$ cat config.mk
export PLATFORM = sky130hd
export DESIGN_NAME = flatten_stream_mc_flat
export DESIGN_NICKNAME = d
export VERILOG_FILES = /design/src/rtl/flatten_stream_mc_pkg.sv /design/src/rtl/flatten_stream_mc_if.sv /design/src/rtl/flatten_stream_mc_bank.sv /design/src/rtl/flatten_stream_mc.sv /design/src/flat_wrapper.sv
export SDC_FILE = /design/constraint.sdc
export NUM_CORES = 1
export LEC_CHECK = 0
export CAP_MARGIN = 30
export CORE_UTILIZATION = 56
export CTS_CLUSTER_SIZE = 30
export DETAILED_ROUTE_END_ITERATION = 8
export PLACE_DENSITY = 0.89
export SLEW_MARGIN = 20
export SYNTH_ARGS = -nofsm -noshare
export SYNTH_HDL_FRONTEND = slang
export SYNTH_HIERARCHICAL = 1
export SYNTH_SLANG_ARGS = --single-unit
$ cat constraint.sdc
create_clock -name clk -period 2.55 [get_ports clk]
set_clock_uncertainty 0.1 [all_clocks]
set_input_delay 0.255 -clock clk [delete_from_list [all_inputs] [get_ports clk]]
set_output_delay 0.255 -clock clk [all_outputs]
set_load 0.05 [all_outputs]
$ cat src/rtl/flatten_stream_mc_pkg.sv
// Shared types and index mapping for the multi-channel flattener.
package flatten_pkg;

    typedef enum logic {
        SKIP = 1'b0,
        FILL = 1'b1
    } cap_state_e;

    // Position of pixel p of channel c inside the flattened output vector.
    function automatic int flat_index(
        input int c,
        input int p,
        input int image_size,
        input int num_channels,
        input int channel_major
    );
        if (channel_major != 0) begin
            return c * image_size + p;
        end else begin
            return p * num_channels + c;
        end
    endfunction

endpackage

$ cat src/rtl/flatten_stream_mc_if.sv
// Pixel-stream input and flattened-image output handshakes of the flattener.
interface flatten_stream_mc_if #(
    parameter int BitSize     = 4,
    parameter int ImageSize   = 9,
    parameter int NumChannels = 2
);
    logic                                            in_valid;
    logic [NumChannels-1:0][BitSize-1:0]             in_data;
    logic                                            in_ready;
    logic [NumChannels*ImageSize-1:0][BitSize-1:0]   out_data;
    logic                                            out_valid;
    logic                                            out_ready;
    logic                                            out_done;

    // Producer of pixels and consumer of images.
    modport master (
        output in_valid, in_data, out_ready,
        input  in_ready, out_data, out_valid, out_done
    );

    // The flattener itself.
    modport slave (
        input  in_valid, in_data, out_ready,
        output in_ready, out_data, out_valid, out_done
    );
endinterface

$ cat src/rtl/flatten_stream_mc_bank.sv
// One image bank: NumChannels x ImageSize pixel registers written one beat at a time.
module flatten_bank #(
    parameter int BitSize     = 4,
    parameter int ImageSize   = 9,
    parameter int NumChannels = 2,
    parameter int PixW        = 4
) (
    input  logic                                            clk,
    input  logic                                            res_n,
    input  logic                                            we,
    input  logic [PixW-1:0]                                 idx,
    input  logic [NumChannels-1:0][BitSize-1:0]             wdata,
    output logic [NumChannels-1:0][ImageSize-1:0][BitSize-1:0] mem
);

    // Store every channel's pixel of the current beat at the same pixel index.
    always_ff @(posedge clk or negedge res_n) begin
        if (!res_n) begin
            mem <= '0;
        end else if (we) begin
            for (int c = 0; c < NumChannels; c++) begin
                mem[c][idx] <= wdata[c];
            end
        end
    end

endmodule

$ cat src/rtl/flatten_stream_mc.sv
// Ping-pong flattener: skips pipeline-fill beats, captures images, hands them out whole.
module flatten_stream_mc
    import flatten_pkg::*;
#(
    parameter int BitSize         = 4,
    parameter int ImageSize       = 9,
    parameter int NumChannels     = 2,
    parameter int Delay           = 3,
    parameter int DelayEveryImage = 0,
    parameter int ChannelMajor    = 1
) (
    input  logic               clk,
    input  logic               res_n,
    flatten_stream_mc_if.slave bus
);

    localparam int PixW  = (ImageSize > 1) ? $clog2(ImageSize) : 1;
    localparam int SkipW = (Delay > 0) ? $clog2(Delay + 1) : 1;
    localparam cap_state_e StartState = (Delay == 0) ? FILL : SKIP;
    localparam cap_state_e AfterImage = ((DelayEveryImage != 0) && (Delay != 0)) ? SKIP : FILL;
    localparam logic [PixW-1:0]  LastPix  = PixW'(ImageSize - 1);
    localparam logic [SkipW-1:0] LastSkip = SkipW'(Delay - 1);

    cap_state_e       state_r, state_s;
    logic [PixW-1:0]  pix_r, pix_s;
    logic [SkipW-1:0] skip_r, skip_s;
    logic             wr_sel_r, wr_sel_s;
    logic             rd_sel_r, rd_sel_s;
    logic [1:0]       full_r, full_s;
    logic             done_r, done_s;
    logic             we_s;
    logic             accept_s;
    logic             pop_s;

    logic [NumChannels-1:0][ImageSize-1:0][BitSize-1:0] mem0_s;
    logic [NumChannels-1:0][ImageSize-1:0][BitSize-1:0] mem1_s;

    assign accept_s = bus.in_valid && !full_r[wr_sel_r];
    assign pop_s    = full_r[rd_sel_r] && bus.out_ready;

    // Capture FSM, counters, bank pointers and full flags: next-state logic.
    always_comb begin
        state_s  = state_r;
        pix_s    = pix_r;
        skip_s   = skip_r;
        wr_sel_s = wr_sel_r;
        rd_sel_s = rd_sel_r;
        full_s   = full_r;
        done_s   = 1'b0;
        we_s     = 1'b0;
        case (state_r)
            SKIP: begin
                if (accept_s) begin
                    if (skip_r == LastSkip) begin
                        state_s = FILL;
                        skip_s  = '0;
                    end else begin
                        skip_s = skip_r + SkipW'(1);
                    end
                end else begin
                    skip_s = skip_r;
                end
            end
            FILL: begin
                if (accept_s) begin
                    we_s = 1'b1;
                    if (pix_r == LastPix) begin
                        pix_s            = '0;
                        full_s[wr_sel_r] = 1'b1;
                        wr_sel_s         = ~wr_sel_r;
                        done_s           = 1'b1;
                        state_s          = AfterImage;
                    end else begin
                        pix_s = pix_r + PixW'(1);
                    end
                end else begin
                    pix_s = pix_r;
                end
            end
            default: begin
                state_s = StartState;
            end
        endcase
        // A pop always frees the read bank, which is never the bank just completed.
        if (pop_s) begin
            full_s[rd_sel_r] = 1'b0;
            rd_sel_s         = ~rd_sel_r;
        end else begin
            rd_sel_s = rd_sel_r;
        end
    end

    // Control state register.
    always_ff @(posedge clk or negedge res_n) begin
        if (!res_n) begin
            state_r  <= StartState;
            pix_r    <= '0;
            skip_r   <= '0;
            wr_sel_r <= 1'b0;
            rd_sel_r <= 1'b0;
            full_r   <= 2'b00;
            done_r   <= 1'b0;
        end else begin
            state_r  <= state_s;
            pix_r    <= pix_s;
            skip_r   <= skip_s;
            wr_sel_r <= wr_sel_s;
            rd_sel_r <= rd_sel_s;
            full_r   <= full_s;
            done_r   <= done_s;
        end
    end

    flatten_bank #(
        .BitSize(BitSize), .ImageSize(ImageSize), .NumChannels(NumChannels), .PixW(PixW)
    ) u_bank0 (
        .clk(clk), .res_n(res_n), .we(we_s && !wr_sel_r), .idx(pix_r),
        .wdata(bus.in_data), .mem(mem0_s)
    );

    flatten_bank #(
        .BitSize(BitSize), .ImageSize(ImageSize), .NumChannels(NumChannels), .PixW(PixW)
    ) u_bank1 (
        .clk(clk), .res_n(res_n), .we(we_s && wr_sel_r), .idx(pix_r),
        .wdata(bus.in_data), .mem(mem1_s)
    );

    assign bus.in_ready  = !full_r[wr_sel_r];
    assign bus.out_valid = full_r[rd_sel_r];
    assign bus.out_done  = done_r;

    for (genvar c = 0; c < NumChannels; c++) begin : g_ch
        for (genvar p = 0; p < ImageSize; p++) begin : g_px
            localparam int Fi = flat_index(c, p, ImageSize, NumChannels, ChannelMajor);
            assign bus.out_data[Fi] = rd_sel_r ? mem1_s[c][p] : mem0_s[c][p];
        end
    end

endmodule
$ cat src/flat_wrapper.sv
// flat-port wrapper written by rule: the top's interface ports become plain ports
module flatten_stream_mc_flat import flatten_pkg::*;
#(
    parameter int BitSize         = 4,
    parameter int ImageSize       = 9,
    parameter int NumChannels     = 2,
    parameter int Delay           = 3,
    parameter int DelayEveryImage = 0,
    parameter int ChannelMajor    = 1
)
  (clk, res_n, bus_in_valid, bus_in_data, bus_out_ready, bus_in_ready, bus_out_data, bus_out_valid, bus_out_done);
  flatten_stream_mc_if #(.BitSize(BitSize), .ImageSize(ImageSize), .NumChannels(NumChannels)) bus_i ();
  input  logic clk;
  input  logic res_n;
  input wire logic [$bits(bus_i.in_valid)-1:0] bus_in_valid;
  input wire logic [$bits(bus_i.in_data)-1:0] bus_in_data;
  input wire logic [$bits(bus_i.out_ready)-1:0] bus_out_ready;
  output wire logic [$bits(bus_i.in_ready)-1:0] bus_in_ready;
  output wire logic [$bits(bus_i.out_data)-1:0] bus_out_data;
  output wire logic [$bits(bus_i.out_valid)-1:0] bus_out_valid;
  output wire logic [$bits(bus_i.out_done)-1:0] bus_out_done;
  assign bus_i.in_valid = bus_in_valid;
  assign bus_i.in_data = bus_in_data;
  assign bus_i.out_ready = bus_out_ready;
  assign bus_in_ready = bus_i.in_ready;
  assign bus_out_data = bus_i.out_data;
  assign bus_out_valid = bus_i.out_valid;
  assign bus_out_done = bus_i.out_done;
  flatten_stream_mc #(.BitSize(BitSize), .ImageSize(ImageSize), .NumChannels(NumChannels), .Delay(Delay), .DelayEveryImage(DelayEveryImage), .ChannelMajor(ChannelMajor)) u_core (.clk(clk), .res_n(res_n), .bus(bus_i));
endmodule
# == Word level (Yosys, flattened, before mapping) ==
# Index checks and enable logic that the tools add are counted.
# W data, S select, Z words.
# word_totals
register_bits,156
# op_classes
n_addsub,2
magnitude_cmp,6
n_eq_ne,2
mux,46
n_bitwise,6
n_reduce_logical,12
# op_table
op,n
$bwmux W36,4
$mux W4,20
$demux W4 S4,1
$mux W1,13
$mux W2,5
$logic_and A1 B1 Y1,7
$lt A4 B5 Y1 const B,1
$add A4 B1 Y4 const B,1
$eq A4 B4 Y1 const B,1
$ge A4 B1 Y1 const B,1
$lt A1 B2 Y1 const B,2
$reduce_and A2 Y1,2
$not A1 Y1,3
$reduce_and A3 Y1,1
$add A2 B1 Y2 const B,1
$and A2 B2 Y2,1
$demux W1 S1,2
$eq A2 B2 Y1 const B,1
$ge A1 B1 Y1 const B,2
$logic_not A1 Y1,2
$not A2 Y2,1
$or A2 B2 Y2,1
$pmux W1 S2,1

# == Longest topological paths before layout ==
# depth
ltp_word,10
ltp_mapped,7
ltp_nobuf,6

# == Modules after synthesis ==
# The synthesis kept the hierarchy.
# by_module_without_submodules
mod,instances,cells_per_inst,area_each_um2
flatten_bank,2,161,2783.9
flatten_stream_mc,1,130,1438.9

# == Worst setup path before layout ==
# OpenSTA, ideal clock, no wires.
# synth_path
kind,register to register
from,register u_core.wr_sel_r
to,register u_core/u_bank0/mem[12] in the netlist's numbering
setup_time_ns,0.125
t_arrival_ns,2.639
t_required_ns,2.325
slack_ns,-0.314
path_stages_with_launch,8
n_path_buf,1
cell_sequence,dfrtp_1 -> mux2i_2 -> nand3_2 -> nor2_1 -> nor3b_4 -> and3_1 -> buf_4 -> mux2_2
# synth_via
elab_chain_len,7
# synth_lines
item,line_no,source
start: declaration,flatten_stream_mc.sv:27,"logic wr_sel_r, wr_sel_s;"
start signal: assignment,flatten_stream_mc.sv:107,wr_sel_r <= wr_sel_s;
$mux W1 (2 in series),-,
$logic_not A1 Y1,-,
named net bus_in_ready,flat_wrapper.sv:18,output wire logic [$bits(bus_i.in_ready)-1:0] bus_in_ready;
$logic_and A1 B1 Y1,flatten_stream_mc.sv:38,assign accept_s = bus.in_valid && !full_r[wr_sel_r];
$mux W1,flatten_stream_mc.sv:65,if (accept_s) begin
$mux W1,flatten_stream_mc.sv:51,case (state_r)
$logic_and A1 B1 Y1,flatten_stream_mc.sv:117,".clk(clk), .res_n(res_n), .we(we_s && !wr_sel_r), .idx(pix_r),"
end signal: indexed assignment,flatten_stream_mc_bank.sv:22,mem[c][idx] <= wdata[c];
end: declaration,flatten_stream_mc_bank.sv:13,output logic [NumChannels-1:0][ImageSize-1:0][BitSize-1:0] mem
# The timed path passes the listed nets, and every way through them passes these cells. The select of a mux whose other input is x is not followed.
# A chain may end at the register's enable or synchronous reset.

# == Worst setup path in the final report ==
# layout_path
from,register u_core.rd_sel_r
to,output port bus_out_data[5]
# layout_via
elab_chain_len,1
# layout_lines
item,line_no,source
start: declaration,flatten_stream_mc.sv:28,"logic rd_sel_r, rd_sel_s;"
start signal: assignment,flatten_stream_mc.sv:108,rd_sel_r <= rd_sel_s;
$mux W4,flatten_stream_mc.sv:135,assign bus.out_data[Fi] = rd_sel_r ? mem1_s[c][p] : mem0_s[c][p];
end: declaration,flat_wrapper.sv:19,output wire logic [$bits(bus_i.out_data)-1:0] bus_out_data;
# Every way passes these cells.

==> results.sh <==
export IMPL_min_period_ns=2.49
export IMPL_first_pass_iters=4
export IMPL_synthCells=452
export IMPL_critical_path_arrival_ns=2.14
export IMPL_met3_length_um=618
export IMPL_slowest_delay_ns=0.69
export IMPL_clock_latency_ns=0.41
export IMPL_fin_nets=571
export IMPL_portBuffers=86
export IMPL_gp_congestion=0.742
export IMPL_cts_buffers=17
export IMPL_muxShareOfSynthArea_pct=35.9
export IMPL_layout_common_cells="mux2_2, dfrtp_1, buf_4"
export IMPL_grtUsageTotal_pct=23.7
export IMPL_grt_pass1_wl_mm=23.1
export IMPL_die_w_um=114
export IMPL_synth_top_family_by_area="multiplexers"
export IMPL_syn_nets=466
export IMPL_synth_edff_count=0
export IMPL_startpoint_type="flip-flop"
export IMPL_pwr_share_comb_pct=39.7
export IMPL_rr_worst_depth=7
export IMPL_p_switching_uw=3960
export IMPL_ant_nets=0
export IMPL_ys_warn_count=6
export IMPL_grt_pass1_vias=4404
export IMPL_syn_area_mm2=0.00701
export IMPL_hp_class="in2async"
export IMPL_finalSetupViolCount=0
export IMPL_rsz0062_at_grt="no"
export IMPL_core_region_area_mm2=0.0121
export IMPL_r2r_setup_slack_ns=0.16
export IMPL_drt_wl_total_mm=14.5
export IMPL_drt_met1_wl_mm=6.49
export IMPL_hpwl_mm=9.03
export IMPL_p_leak_uw=0.00469
export IMPL_rows=40
export IMPL_crit_slowest_cell="clkdlybuf4s50_1"
export IMPL_die_area_mm2=0.0130
export IMPL_vias=4070
export IMPL_fin_hold_ws_ns=0.320
export IMPL_worstPathRequired_ns=2.19
export IMPL_power_density_mw_per_mm2=1240
export IMPL_path_class="reg2out"
export IMPL_ios=87
export IMPL_finalCritPeriodShare_pct=97.7
export IMPL_avgSynthCellArea_um2=15.5
export IMPL_path_clk_slew_ns=0.06
export IMPL_dr_wl_met2_mm=7.25
export IMPL_cts_sinks=156
export IMPL_clk_path_buf_depth=2
export IMPL_die_height_um=114
export IMPL_drive_above_1_share_pct=58.7
export IMPL_synth_seq_area_share_pct=55.7
export IMPL_status="completed"
export IMPL_clockRootBuffer="clkbuf_16"
export IMPL_fin_tns_setup_ns=0
export IMPL_drc=0
export IMPL_grt_max_degree=69
export IMPL_final_max_slew_viol_count=0
export IMPL_r2r_start="u_core/wr_sel_r$_DFFE_PN0P_"
export IMPL_routed_via_density=5.52
export IMPL_antenna_found_initial=0
export IMPL_synth_xor_area_share_pct=0.125
export IMPL_timing_rr_end="u_core/u_bank1/mem[8]$_DFFE_PN0P_"
export IMPL_top_layer="met4"
export IMPL_synth_compound_area_share_pct=0.804
export IMPL_synth_fa_ha_area_share_pct=0.357
export IMPL_peakVddDrop_v=0.000998
export IMPL_synth_seq_cells=156
export IMPL_synthFlopType="dfrtp_1"
export IMPL_wl_per_cell_um=19.7
export IMPL_max_slew_margin_pct=36.4
export IMPL_power_internal_uw=6880
export IMPL_overflow=0
export IMPL_hold_viol=0
export IMPL_crit_path_cell_trace="buf_12, mux2_2, clkdlybuf4s50_1"
export IMPL_drt_iter0_drc=189
export IMPL_switching_share_pct=36.5
export IMPL_crit_path_end="bus_out_data[5]"
export IMPL_ys_async_sr_fraction_pct=100
export IMPL_synth_simple_gate_area_share_pct=5.48
export IMPL_worstSetupEndpointType="primary output"
export IMPL_cts_max_level=4
export IMPL_start_util_pct=57.9
export IMPL_cap_viol_max_count=0
export IMPL_pwr_share_clk_pct=23.1
export IMPL_area_delta_synth_final_pct=24.8
export IMPL_crit_start="u_core/rd_sel_r$_DFFE_PN0N_"
export IMPL_utilization_pct=72.2
export IMPL_worst_path_max_fanout=46
export IMPL_worst_pin_slew_ns=0.951
export IMPL_n_antenna_cell=0
export IMPL_cts_tree="yes"
export IMPL_clock_fmax_mhz=402
export IMPL_layout_commonest_cell="mux2_2"
export IMPL_seq_power_share_pct=37.2
export IMPL_yosysUniqueCellTypes=32
layer usage:
layer	global-route usage, %	vias to the layer above
li1	-	1850
met5	0	-
met2	39.8	93
met4	8.23	0
met3	5.79	12
met1	30.3	2115
cell families after synthesis:
kind of cell | count (synthesis)
AOI/OAI and AO/OA | 7
xor gates and xnor gates | 1
adders and majority gates | 2
buffers and inverters | 22
DFF | 156
muxes | 223
and+or+nand+nor | 41
what timing repair did:
item / CTS / global route
endpoints found under the setup margin: 2 / 61
hold buffers: 1 / 0
buffers inserted: 0 / 4
gates resized for setup: 2 / 30
hold endpoints to repair: 65 / 0
pin swaps: 0 / 3
final cells by class:
| type | count | area, µm² |
|---|---|---|
| multi-input cells | 274 | 3000 |
| flip-flops and latches | 156 | 3910 |
| repair buffers | 104 | 1020 |
| inverters | 4 | 15.0 |
| well taps | 168 | 210 |
| fillers | 790 | 3370 |
| clock buffers | 25 | 515 |
| clock inverters | 6 | 82.6 |
critical path: cells and delay by family (launching register included):
family / cells / cell delay [ns]
buffers and inverters: 2 / 0.95
DFF: 1 / 0.38
muxes: 1 / 0.37
stage by stage:
step	total power (µW)	cell area, µm²	setup slack, ns	cells
floorplan	7130	7020	-0.0655	452
global placement	8160	8010	0.111	701
detailed placement	8350	8010	0.0632	701
CTS	10900	8610	0.00766	733
global route	11300	8740	0.00471	737
finish	10800	8740	0.0596	737
power by group through the flow:
stage                     Sequential, µW  Clock (µW)  Combinational (µW)
after floorplan                     3800           0                3330
after global placement              3960           0                4190
after detailed placement            4060           0                4300
after CTS                           4030        2550                4330
after global routing                4160        2660                4510
final                               4030        2500                4300
state kept, by name, indices dropped and copies added (netlist names):
| register | cells |
|---|---|
| u_core/u_bank1/mem | 72 |
| u_core/rd_sel_r | 1 |
| u_core/wr_sel_r | 1 |
| u_core/skip_r | 2 |
| u_core/full_r | 2 |
| u_core/u_bank0/mem | 72 |
| u_core/pix_r | 4 |
| u_core/bus.out_done | 1 |
| u_core/state_r | 1 |
cells in the mapped netlist (2+ instances only):
cell	count	area [µm²]
buf_2	12	60.1
ha_1	2	25.0
nand2b_1	4	25.0
nor3b_4	6	113
nand3b_2	4	45.0
and3_1	3	18.8
nand2_2	2	12.5
buf_4	2	15.0
nor2_2	4	25.0
nand4b_2	2	30.0
mux2_2	222	2500
a22o_1	2	17.5
clkbuf_2	2	10.0
nand3b_4	2	40.0
dfrtp_1	156	3900
nand2_1	3	11.3
inv_1	4	15.0
nor2_1	6	22.5
worst min-delay path by stage:
stage          startpoint                                 to  slack, ns  depth (start not counted)
6_report            res_n  u_core/u_bank0/mem[8]$_DFFE_PN0P_       0.32                          2
5_1_grt             res_n  u_core/u_bank0/mem[8]$_DFFE_PN0P_       0.37                          2
4_1_cts             res_n  u_core/u_bank0/mem[8]$_DFFE_PN0P_       0.33                          2
3_5_place_dp        res_n  u_core/u_bank0/mem[8]$_DFFE_PN0P_       0.19                          1
3_3_place_gp        res_n  u_core/u_bank0/mem[9]$_DFFE_PN0P_       0.18                          1
2_1_floorplan       res_n      u_core/bus.out_done$_DFF_PN0_      -0.14                          0
No activity file was read; power rests on OpenSTA's default activity.
